===== config.mk =====
export PLATFORM = sky130hd
export DESIGN_NAME = psram_arb
export DESIGN_NICKNAME = d
export VERILOG_FILES = /design/src/rtl/psram_arb_pkg.sv /design/src/rtl/psram_arb_rr_pick.sv /design/src/rtl/psram_arb.sv
export SDC_FILE = /design/constraint.sdc
export NUM_CORES = 1
export LEC_CHECK = 0
export BUFFER_PORTS_ARGS = -buffer_cell sky130_fd_sc_hd__buf_2
export CAP_MARGIN = 20
export CORE_MARGIN = 3
export CORE_UTILIZATION = 35
export CTS_CLUSTER_DIAMETER = 80
export DETAILED_ROUTE_END_ITERATION = 16
export MAX_ROUTING_LAYER = met4
export PLACE_DENSITY = 0.72
export SLEW_MARGIN = 20
export SYNTH_ARGS = -nofsm -noshare
export SYNTH_HDL_FRONTEND = slang
export SYNTH_SLANG_ARGS = --single-unit
export TNS_END_PERCENT = 50

===== constraint.sdc =====
create_clock -name clk_i -period 2.06 [get_ports clk_i]
set_input_delay 0 -clock clk_i [delete_from_list [all_inputs] [get_ports clk_i]]
set_output_delay 0 -clock clk_i [all_outputs]
set_load 0.02 [all_outputs]

===== src/rtl/psram_arb_pkg.sv =====
// Shared types and constants for the PSRAM requester arbiter.
package psram_arb_pkg;

  typedef enum logic [1:0] {
    IDLE = 2'd0,
    BUSY = 2'd1,
    DONE = 2'd2
  } state_t;

  localparam logic [31:0] RD_ERR_DATA = 32'hFFFF_FFFF;
  localparam int          TIMEOUT_DEF = 1023;

endpackage


===== src/rtl/psram_arb_rr_pick.sv =====
// Round-robin winner select: search starts one past the last grant.
module rr_pick #(
  parameter int NUM_REQ = 2
) (
  input  logic [NUM_REQ-1:0] req,
  input  logic [1:0]         last,
  output logic [NUM_REQ-1:0] gnt,
  output logic [1:0]         idx,
  output logic               any
);

  always_comb begin
    gnt = '0;
    idx = last;
    any = 1'b0;
    for (int off = 1; off <= NUM_REQ; off++) begin
      for (int i = 0; i < NUM_REQ; i++) begin
        if (!any && req[i] &&
            i == (int'(last) + off) % NUM_REQ) begin
          any    = 1'b1;
          gnt[i] = 1'b1;
          idx    = 2'(i);
        end
      end
    end
  end

endmodule


===== src/rtl/psram_arb.sv =====
// Multi-requester arbiter in front of a single PSRAM controller port,
// with one outstanding transaction and a BUSY timeout abort.
module psram_arb
  import psram_arb_pkg::*;
#(
  parameter int NUM_REQ = 2,
  parameter int ADDR_W  = 24,
  parameter int TIMEOUT = TIMEOUT_DEF
) (
  input  logic                  clk_i,
  input  logic                  rst_n_i,
  input  logic [NUM_REQ-1:0]    req_valid_i,
  input  logic [NUM_REQ*ADDR_W-1:0] req_addr_i,
  input  logic [NUM_REQ*32-1:0] req_wdata_i,
  input  logic [NUM_REQ*4-1:0]  req_wstrb_i,
  output logic [NUM_REQ-1:0]    req_ready_o,
  output logic [31:0]           req_rdata_o,
  output logic                  mem_valid_o,
  output logic [ADDR_W-1:0]     mem_addr_o,
  output logic [31:0]           mem_wdata_o,
  output logic [3:0]            mem_wstrb_o,
  input  logic                  mem_ready_i,
  input  logic [31:0]           mem_rdata_i,
  output logic                  mem_abort_o,
  output logic                  err_o,
  output logic [1:0]            err_id_o,
  input  logic                  err_clr_i
);

  localparam int CNT_W = $clog2(TIMEOUT + 1);

  state_t               state_q, state_d;
  logic [1:0]           last_q;
  logic [1:0]           win_q;
  logic [NUM_REQ-1:0]   gnt_q;
  logic [ADDR_W-1:0]    addr_q;
  logic [31:0]          wdata_q;
  logic [3:0]           wstrb_q;
  logic [CNT_W-1:0]     cnt_q;
  logic [31:0]          rdata_q;
  logic                 err_q;
  logic [1:0]           err_id_q;
  logic                 abort_q;

  logic [NUM_REQ-1:0]   pick_gnt;
  logic [1:0]           pick_idx;
  logic                 pick_any;
  logic                 take;
  logic                 done_ok;
  logic                 tmo;

  rr_pick #(
    .NUM_REQ(NUM_REQ)
  ) u_pick (
    .req  (req_valid_i),
    .last (last_q),
    .gnt  (pick_gnt),
    .idx  (pick_idx),
    .any  (pick_any)
  );

  assign take    = (state_q == IDLE) && pick_any;
  assign done_ok = (state_q == BUSY) && mem_ready_i;
  // A ready in the last allowed cycle wins over the timeout.
  assign tmo     = (state_q == BUSY) && !mem_ready_i &&
                   (cnt_q == CNT_W'(TIMEOUT - 1));

  always_comb begin
    state_d = state_q;
    unique case (state_q)
      IDLE:    if (pick_any) state_d = BUSY;
      BUSY:    if (done_ok || tmo) state_d = DONE;
      DONE:    state_d = IDLE;
      default: state_d = IDLE;
    endcase
  end

  always_ff @(posedge clk_i or negedge rst_n_i) begin
    if (!rst_n_i) begin
      state_q  <= IDLE;
      last_q   <= 2'(NUM_REQ - 1);
      win_q    <= '0;
      gnt_q    <= '0;
      addr_q   <= '0;
      wdata_q  <= '0;
      wstrb_q  <= '0;
      cnt_q    <= '0;
      rdata_q  <= '0;
      err_q    <= 1'b0;
      err_id_q <= '0;
      abort_q  <= 1'b0;
    end else begin
      state_q <= state_d;
      abort_q <= tmo;
      if (take) begin
        win_q   <= pick_idx;
        gnt_q   <= pick_gnt;
        addr_q  <= req_addr_i[pick_idx*ADDR_W +: ADDR_W];
        wdata_q <= req_wdata_i[pick_idx*32 +: 32];
        wstrb_q <= req_wstrb_i[pick_idx*4 +: 4];
        cnt_q   <= '0;
      end else if (state_q == BUSY &&
                   cnt_q != CNT_W'(TIMEOUT)) begin
        cnt_q <= cnt_q + CNT_W'(1);
      end
      if (done_ok) begin
        rdata_q <= mem_rdata_i;
        last_q  <= win_q;
      end
      if (tmo) begin
        rdata_q  <= RD_ERR_DATA;
        last_q   <= win_q;
        err_id_q <= win_q;
      end
      if (tmo) begin
        err_q <= 1'b1;
      end else if (err_clr_i) begin
        err_q <= 1'b0;
      end
    end
  end

  assign mem_valid_o = (state_q == BUSY);
  assign mem_addr_o  = addr_q;
  assign mem_wdata_o = wdata_q;
  assign mem_wstrb_o = wstrb_q;
  assign req_ready_o = (state_q == DONE) ? gnt_q : '0;
  assign req_rdata_o = rdata_q;
  assign mem_abort_o = abort_q;
  assign err_o       = err_q;
  assign err_id_o    = err_id_q;

endmodule


# ---- Yosys cells after proc, flatten, opt, wreduce, memory -nomap -nowiden
# Cells that the tools add are included.
dict set report op_classes {
  add_sub_neg 3
  mul 1
  n_eq_ne 8
  shifts 3
  mux 23
  bitwise_logic 2
  reduce_logical 24
}
# cell count
set ops {}
lappend ops {{32-bit zero test} 2}
lappend ops {{32-bit two-way mux} 2}
lappend ops {{64-bit by 8-bit indexed part select with 32-bit output} 1}
lappend ops {{48-bit by 8-bit indexed part select with 24-bit output} 1}
lappend ops {{10-bit two-way mux} 2}
lappend ops {{2-bit two-way mux} 9}
lappend ops {{1-bit logical AND} 12}
lappend ops {{10-bit by 1-bit adder with 10-bit output, second input constant} 1}
lappend ops {{10-bit == test, second input constant} 1}
lappend ops {{10-bit inequality test, second input constant} 1}
lappend ops {{1-bit two-way mux} 9}
lappend ops {{8-bit by 5-bit indexed part select with 4-bit output} 1}
lappend ops {{2-bit nonzero test} 3}
lappend ops {{2-bit == test, first input constant} 2}
lappend ops {{1-bit zero test} 4}
lappend ops {{2-bit by 2-bit multiplier with 4-bit output, second input constant} 1}
lappend ops {{2-bit one-hot mux with 2 select lines} 1}
lappend ops {{1-bit adder, second input constant} 2}
lappend ops {{1-bit bitwise AND, first input constant} 2}
lappend ops {{2-bit by 1-bit == test with 1-bit output, second input constant} 1}
lappend ops {{2-bit == test, second input constant} 1}
lappend ops {{2-bit zero test} 1}
lappend ops {{2-bit by 1-bit inequality test with 1-bit output, second input constant} 1}
lappend ops {{2-bit inequality test, second input constant} 1}
lappend ops {{2 further kinds} 2}
dict set report totals {
  reg_bits 114
  in_bits 158
  out_inout_bits 99
}

# ---- Longest topological paths before layout
dict set report logic_depth {
  ltp_word 19
  mapped_depth 7
  mapped_depth_nobuf 6
}

# ---- By module
# A second synthesis with hierarchy kept.
dict set report hier_totals {
  cells_unflattened 514
  area_unflattened_um2 5230.0
}
# module instances cells_per_inst area_per_inst_um2
set modules_own_cells {}
lappend modules_own_cells {psram_arb 1 506 5181.2}
lappend modules_own_cells {rr_pick 1 8 48.8}

# ---- Least setup slack after synthesis
# Ideal clock, no wire load.
dict set report synth_timing {
  path_type {register to register}
  from {register cnt_q[0]}
  to {register last_q[0]}
  arrival_ps 1723
  setup_slack_ps 252
  stages_incl_launch_ff 8
  path_buffers 1
  period_less_slack_ps 1808
  cell_sequence {dfrtp_1 > inv_1 > ha_1 > nand4bb_1 > or4_1 > buf_6 > nand2_4 > mux2_1}
}
dict set report synth_via {
  elab_chain_len 3
}
# item line_no
set synth_lines {}
lappend synth_lines {{from (decl)} psram_arb.sv:39} ;# logic [CNT_W-1:0] cnt_q;
lappend synth_lines {{from (signal assigned)} psram_arb.sv:104} ;# cnt_q <= cnt_q + CNT_W'(1);
lappend synth_lines {{10-bit == test *} psram_arb.sv:66} ;# (cnt_q == CNT_W'(TIMEOUT - 1));
lappend synth_lines {{1-bit logical AND *} psram_arb.sv:65} ;# assign tmo = (state_q == BUSY) && !mem_ready_i &&
lappend synth_lines {{2-bit two-way mux or 2-bit nonzero test (tied branches)} n/a}
lappend synth_lines {{to (signal assigned)} psram_arb.sv:81} ;# last_q <= 2'(NUM_REQ - 1);
lappend synth_lines {{to (signal assigned)} psram_arb.sv:108} ;# last_q <= win_q;
lappend synth_lines {{to (signal assigned)} psram_arb.sv:112} ;# last_q <= win_q;
lappend synth_lines {{to (decl)} psram_arb.sv:33} ;# logic [1:0] last_q;
# Every way passes the cells marked *; elsewhere a longest branch is shown, timed or not.
# A chain may end at the register's enable or synchronous reset.

# ---- Worst setup path in the final report
dict set report layout_timing {
  from {register last_q[0]}
  to {register wdata_q[13], in the netlist mem_wdata_o[13]}
}
dict set report layout_via {
  elab_chain_len 18
}
# item line_no
set layout_lines {}
lappend layout_lines {{1-bit adder} psram_arb_rr_pick.sv:19} ;# i == (int'(last) + off) % NUM_REQ) begin
lappend layout_lines {{1-bit bitwise AND (no line)} n/a}
lappend layout_lines {{32-bit zero test} psram_arb_rr_pick.sv:19}
lappend layout_lines {{1-bit logical AND} psram_arb_rr_pick.sv:18} ;# if (!any && req[i] &&
lappend layout_lines {{1-bit two-way mux} psram_arb_rr_pick.sv:18}
lappend layout_lines {{1-bit zero test} psram_arb_rr_pick.sv:18}
lappend layout_lines {{1-bit logical AND (2 in a row)} psram_arb_rr_pick.sv:18}
lappend layout_lines {{1-bit two-way mux} psram_arb_rr_pick.sv:18}
lappend layout_lines {{1-bit zero test} psram_arb_rr_pick.sv:18}
lappend layout_lines {{1-bit logical AND (2 in a row)} psram_arb_rr_pick.sv:18}
lappend layout_lines {{1-bit two-way mux} psram_arb_rr_pick.sv:18}
lappend layout_lines {{1-bit zero test} psram_arb_rr_pick.sv:18}
lappend layout_lines {{1-bit logical AND (2 in a row)} psram_arb_rr_pick.sv:18}
lappend layout_lines {{2-bit two-way mux or 1-bit two-way mux (tied branches)} psram_arb_rr_pick.sv:18}
lappend layout_lines {{64-bit by 8-bit indexed part select with 32-bit output or 1-bit logical AND (tied branches)} {psram_arb.sv:99, psram_arb.sv:62}}
lappend layout_lines {{to (signal assigned)} psram_arb.sv:99} ;# wdata_q <= req_wdata_i[pick_idx*32 +: 32];
lappend layout_lines {{to (decl)} psram_arb.sv:37} ;# logic [31:0] wdata_q;
# Parallel ways exist; a longest one is shown, timed or not.

==> flow_metrics.tcl <==
set metrics [dict create \
    firstDrtPassIters 5 \
    p_leak_nw 4.33 \
    max_stage_delay_ps 570 \
    start_util_pct 36.1 \
    path_clk_slew_ps 50 \
    postRouteAntennaNets 0 \
    drc 0 \
    drt_iter0_markers 313 \
    synth.most_common_cell "dfrtp_1" \
    reg2reg_depth 6 \
    synthArstFlopShare_pct 100 \
    fin_util_pct 62.8 \
    setup_viol 0 \
    r2r-start "last_q[0]$_DFFE_PN1P_" \
    ir_drop_mv 0.896 \
    die_w_um 126 \
    setup_tns_ps 0 \
    grt_overflow 0 \
    pre_cts_ws_ps 90.9 \
    nets 1073 \
    nFillCells 1044 \
    cp_cell_sequence "nand2_1 -> o21ai_4 -> buf_8 -> mux2i_1 -> dlygate4sd3_1 -> o21ai_0" \
    synth_enable_flop_cells 0 \
    cts.sinks 113 \
    synth_commonest_cells "112 x dfrtp_1, 97 x o21ai_0, 74 x nand2_1" \
    insertion_delay_ps 410 \
    via_per_inst 4.98 \
    fin_worst_skew_ps 7.95 \
    period_share_pct 96.2 \
    tightest_slew_ps 638 \
    grt_pass1_vias 5940 \
    r2r_slack_ps 80 \
    synth_cell_types 40 \
    gp_congestion 0.880 \
    antenna_found_initial 1 \
    crit_type "register to register" \
    cts_tree "done" \
    drv_cap 0 \
    synth_flop_cell "dfrtp_1" \
    die_area_mm2 0.0159 \
    hold_viol 0 \
    routedWlPerCell_um 16.6 \
    setup_slack_ps 78.0 \
    ctsRootBufferMaster "clkbuf_16" \
    row_count 43 \
    die_h_um 126 \
    portBuffers 256 \
    yosysSeqAreaShare_pct 56.0 \
    ioPinCount 257 \
    drive_gt1_share_pct 32.8 \
    hold_path_class "input port to async pin" \
    ys_warn_count 0 \
    dpl.hpwl_mm 9.83 \
    drt-total-wl_mm 18.4 \
    yosysTopAreaCell "dfrtp_1" \
    fmax_mhz 505 \
    startpoint_type "register" \
    clockBufferDepth 2 \
    outcome "finished clean" \
    worstPathMaxFanout 10 \
    syn_avg_cell_area_um2 10.0 \
    grt_pass1_wl_mm 29.8 \
    required_ps 2330 \
    synthesis.area_mm2 0.00505 \
    cp.arrival_ps 2260 \
    netlist_instances 503 \
    grt_start_max_net_pins 98 \
    area_delta_synth_final_pct 74.0 \
    final_max_slew_viol_count 0 \
    slew_headroom_pct 57.5 \
    post-cts-setup-buffer-count 0 \
    layout_min_cycle_time_ps 1980 \
    crit_slowest_cell "dfstp_2" \
    holdWs_ps 148 \
    yosys.area.top_type_share_pct 55.5 \
    route.vias.total 5519 \
    cts_htree_levels 4 \
    rr_endpoint "mem_wdata_o[13]$_DFFE_PN0P_" \
    crit_path_end_kind "register" \
    ys_ff_latch 113 \
    p_per_area_mw_per_mm2 1370 \
    cts_buffers 17 \
    synth_area_leaders "dfrtp_1 55%, mux2i_1 12%, o21ai_0 9.6%" \
    core_mm2 0.0140 \
    syn_nets 663 \
    globalRouteTotalUtil_pct 24.3 \
]
[cells in the final DEF, fill, tap and decap left out, drive strengths merged, types with 2 or more instances in the layout]
master       instances
mux2i               62
nand3                4
nor2                38
a31oi                2
nand2               75
a211oi               2
clkbuf              24
dfrtp              112
nor3                 3
ha                   2
mux2                 3
inv                  6
a21oi               36
diode                2
bufinv               4
buf                268
clkinv               3
dlygate4sd3        158
nand4                2
nand2b               2
and4                 3
o21ai               98
[worst max-delay path: cells and delay by family, from the launching register on]
family	cells	cell delay [ps]
buf+inv	2	760
compound gates	2	190
simple gates	1	110
mux	1	210
flops	1	570
[sequential cells by signal (all words and copies together) (netlist names)]
| signal | cells |
|---|---|
| state_q | 2 |
| last_q | 1 |
| win_q | 2 |
| mem_addr_o | 24 |
| mem_wstrb_o | 4 |
| cnt_q | 10 |
| err_id_o | 2 |
| gnt_q | 2 |
| mem_abort_o | 1 |
| err_o | 1 |
| req_rdata_o | 32 |
| mem_wdata_o | 32 |
[where the power goes]
group	switching (mW)	total, mW	internal, mW
sequential	0.594	3.80	3.21
combinational	3.20	5.10	1.91
clock	0.997	3.15	2.15
total	4.79	12.1	7.27
[worst max path at each step]
stage	startpoint	endpoint	slack [ps]	depth (start not counted)
after floorplan	cnt_q[0]$_DFFE_PN0P_	last_q[0]$_DFFE_PN1P_	250	7
after global placement	cnt_q[0]$_DFFE_PN0P_	last_q[0]$_DFFE_PN1P_	130	6
after detailed placement	cnt_q[0]$_DFFE_PN0P_	last_q[0]$_DFFE_PN1P_	90	6
after CTS	last_q[0]$_DFFE_PN1P_	mem_wdata_o[14]$_DFFE_PN0P_	50	6
after global routing	last_q[0]$_DFFE_PN1P_	mem_wdata_o[13]$_DFFE_PN0P_	-2	6
final	last_q[0]$_DFFE_PN1P_	mem_wdata_o[13]$_DFFE_PN0P_	80	6
[metal layers]
| layer | vias up | part of all wire, % | GRT usage (%) |
|---|---|---|---|
| li1 | 2573 | - | - |
| met1 | 2583 | 38 | 26.9 |
| met2 | 283 | 51 | 40.8 |
| met3 | 80 | 6.4 | 6.02 |
| met4 | 0 | 4.4 | 12.5 |
| met5 | - | 0 | - |
[area by class of cell]
type	count	area (um^2)	share of cell area (%)
repair buffers	426	3000	34.1
clock inverters	8	150	1.71
inverters	6	22.5	0.256
clock buffers	24	492	5.59
diodes	2	5.00	0.0569
multi-input cells	349	2070	23.5
well taps	180	225	2.56
flip-flops and latches	113	2830	32.2
[kinds of logic (layout without fill, tap and decap cells)]
| logic type | Yosys count | after routing | synth area share [%] |
|---|---|---|---|
| buffers and inverters | 41 | 464 | 3.64 |
| other | 0 | 2 | 0 |
| and+or+nand+nor | 136 | 136 | 11.6 |
| adders and majority gates | 2 | 2 | 0.495 |
| muxes | 65 | 65 | 13.1 |
| AOI/OAI and AO/OA | 145 | 145 | 15.0 |
| xor gates and xnor gates | 1 | 1 | 0.173 |
| DFF | 113 | 113 | 56.0 |
[per-stage QoR]
step | power, mW | instances | area [um^2]
global route | 12.8 | 1107 | 8790
global placement | 8.35 | 916 | 6550
finish | 12.1 | 1108 | 8790
CTS | 12.0 | 1106 | 8770
detailed placement | 8.46 | 916 | 6550
floorplan | 6.73 | 503 | 5050
[repair_timing]
item,in CTS,in global routing
resized for setup,0,3
hold buffers,158,0
setup endpoints to repair,0,10
endpoints found under the hold margin,143,0
Power figures use the tool's default switching activity.
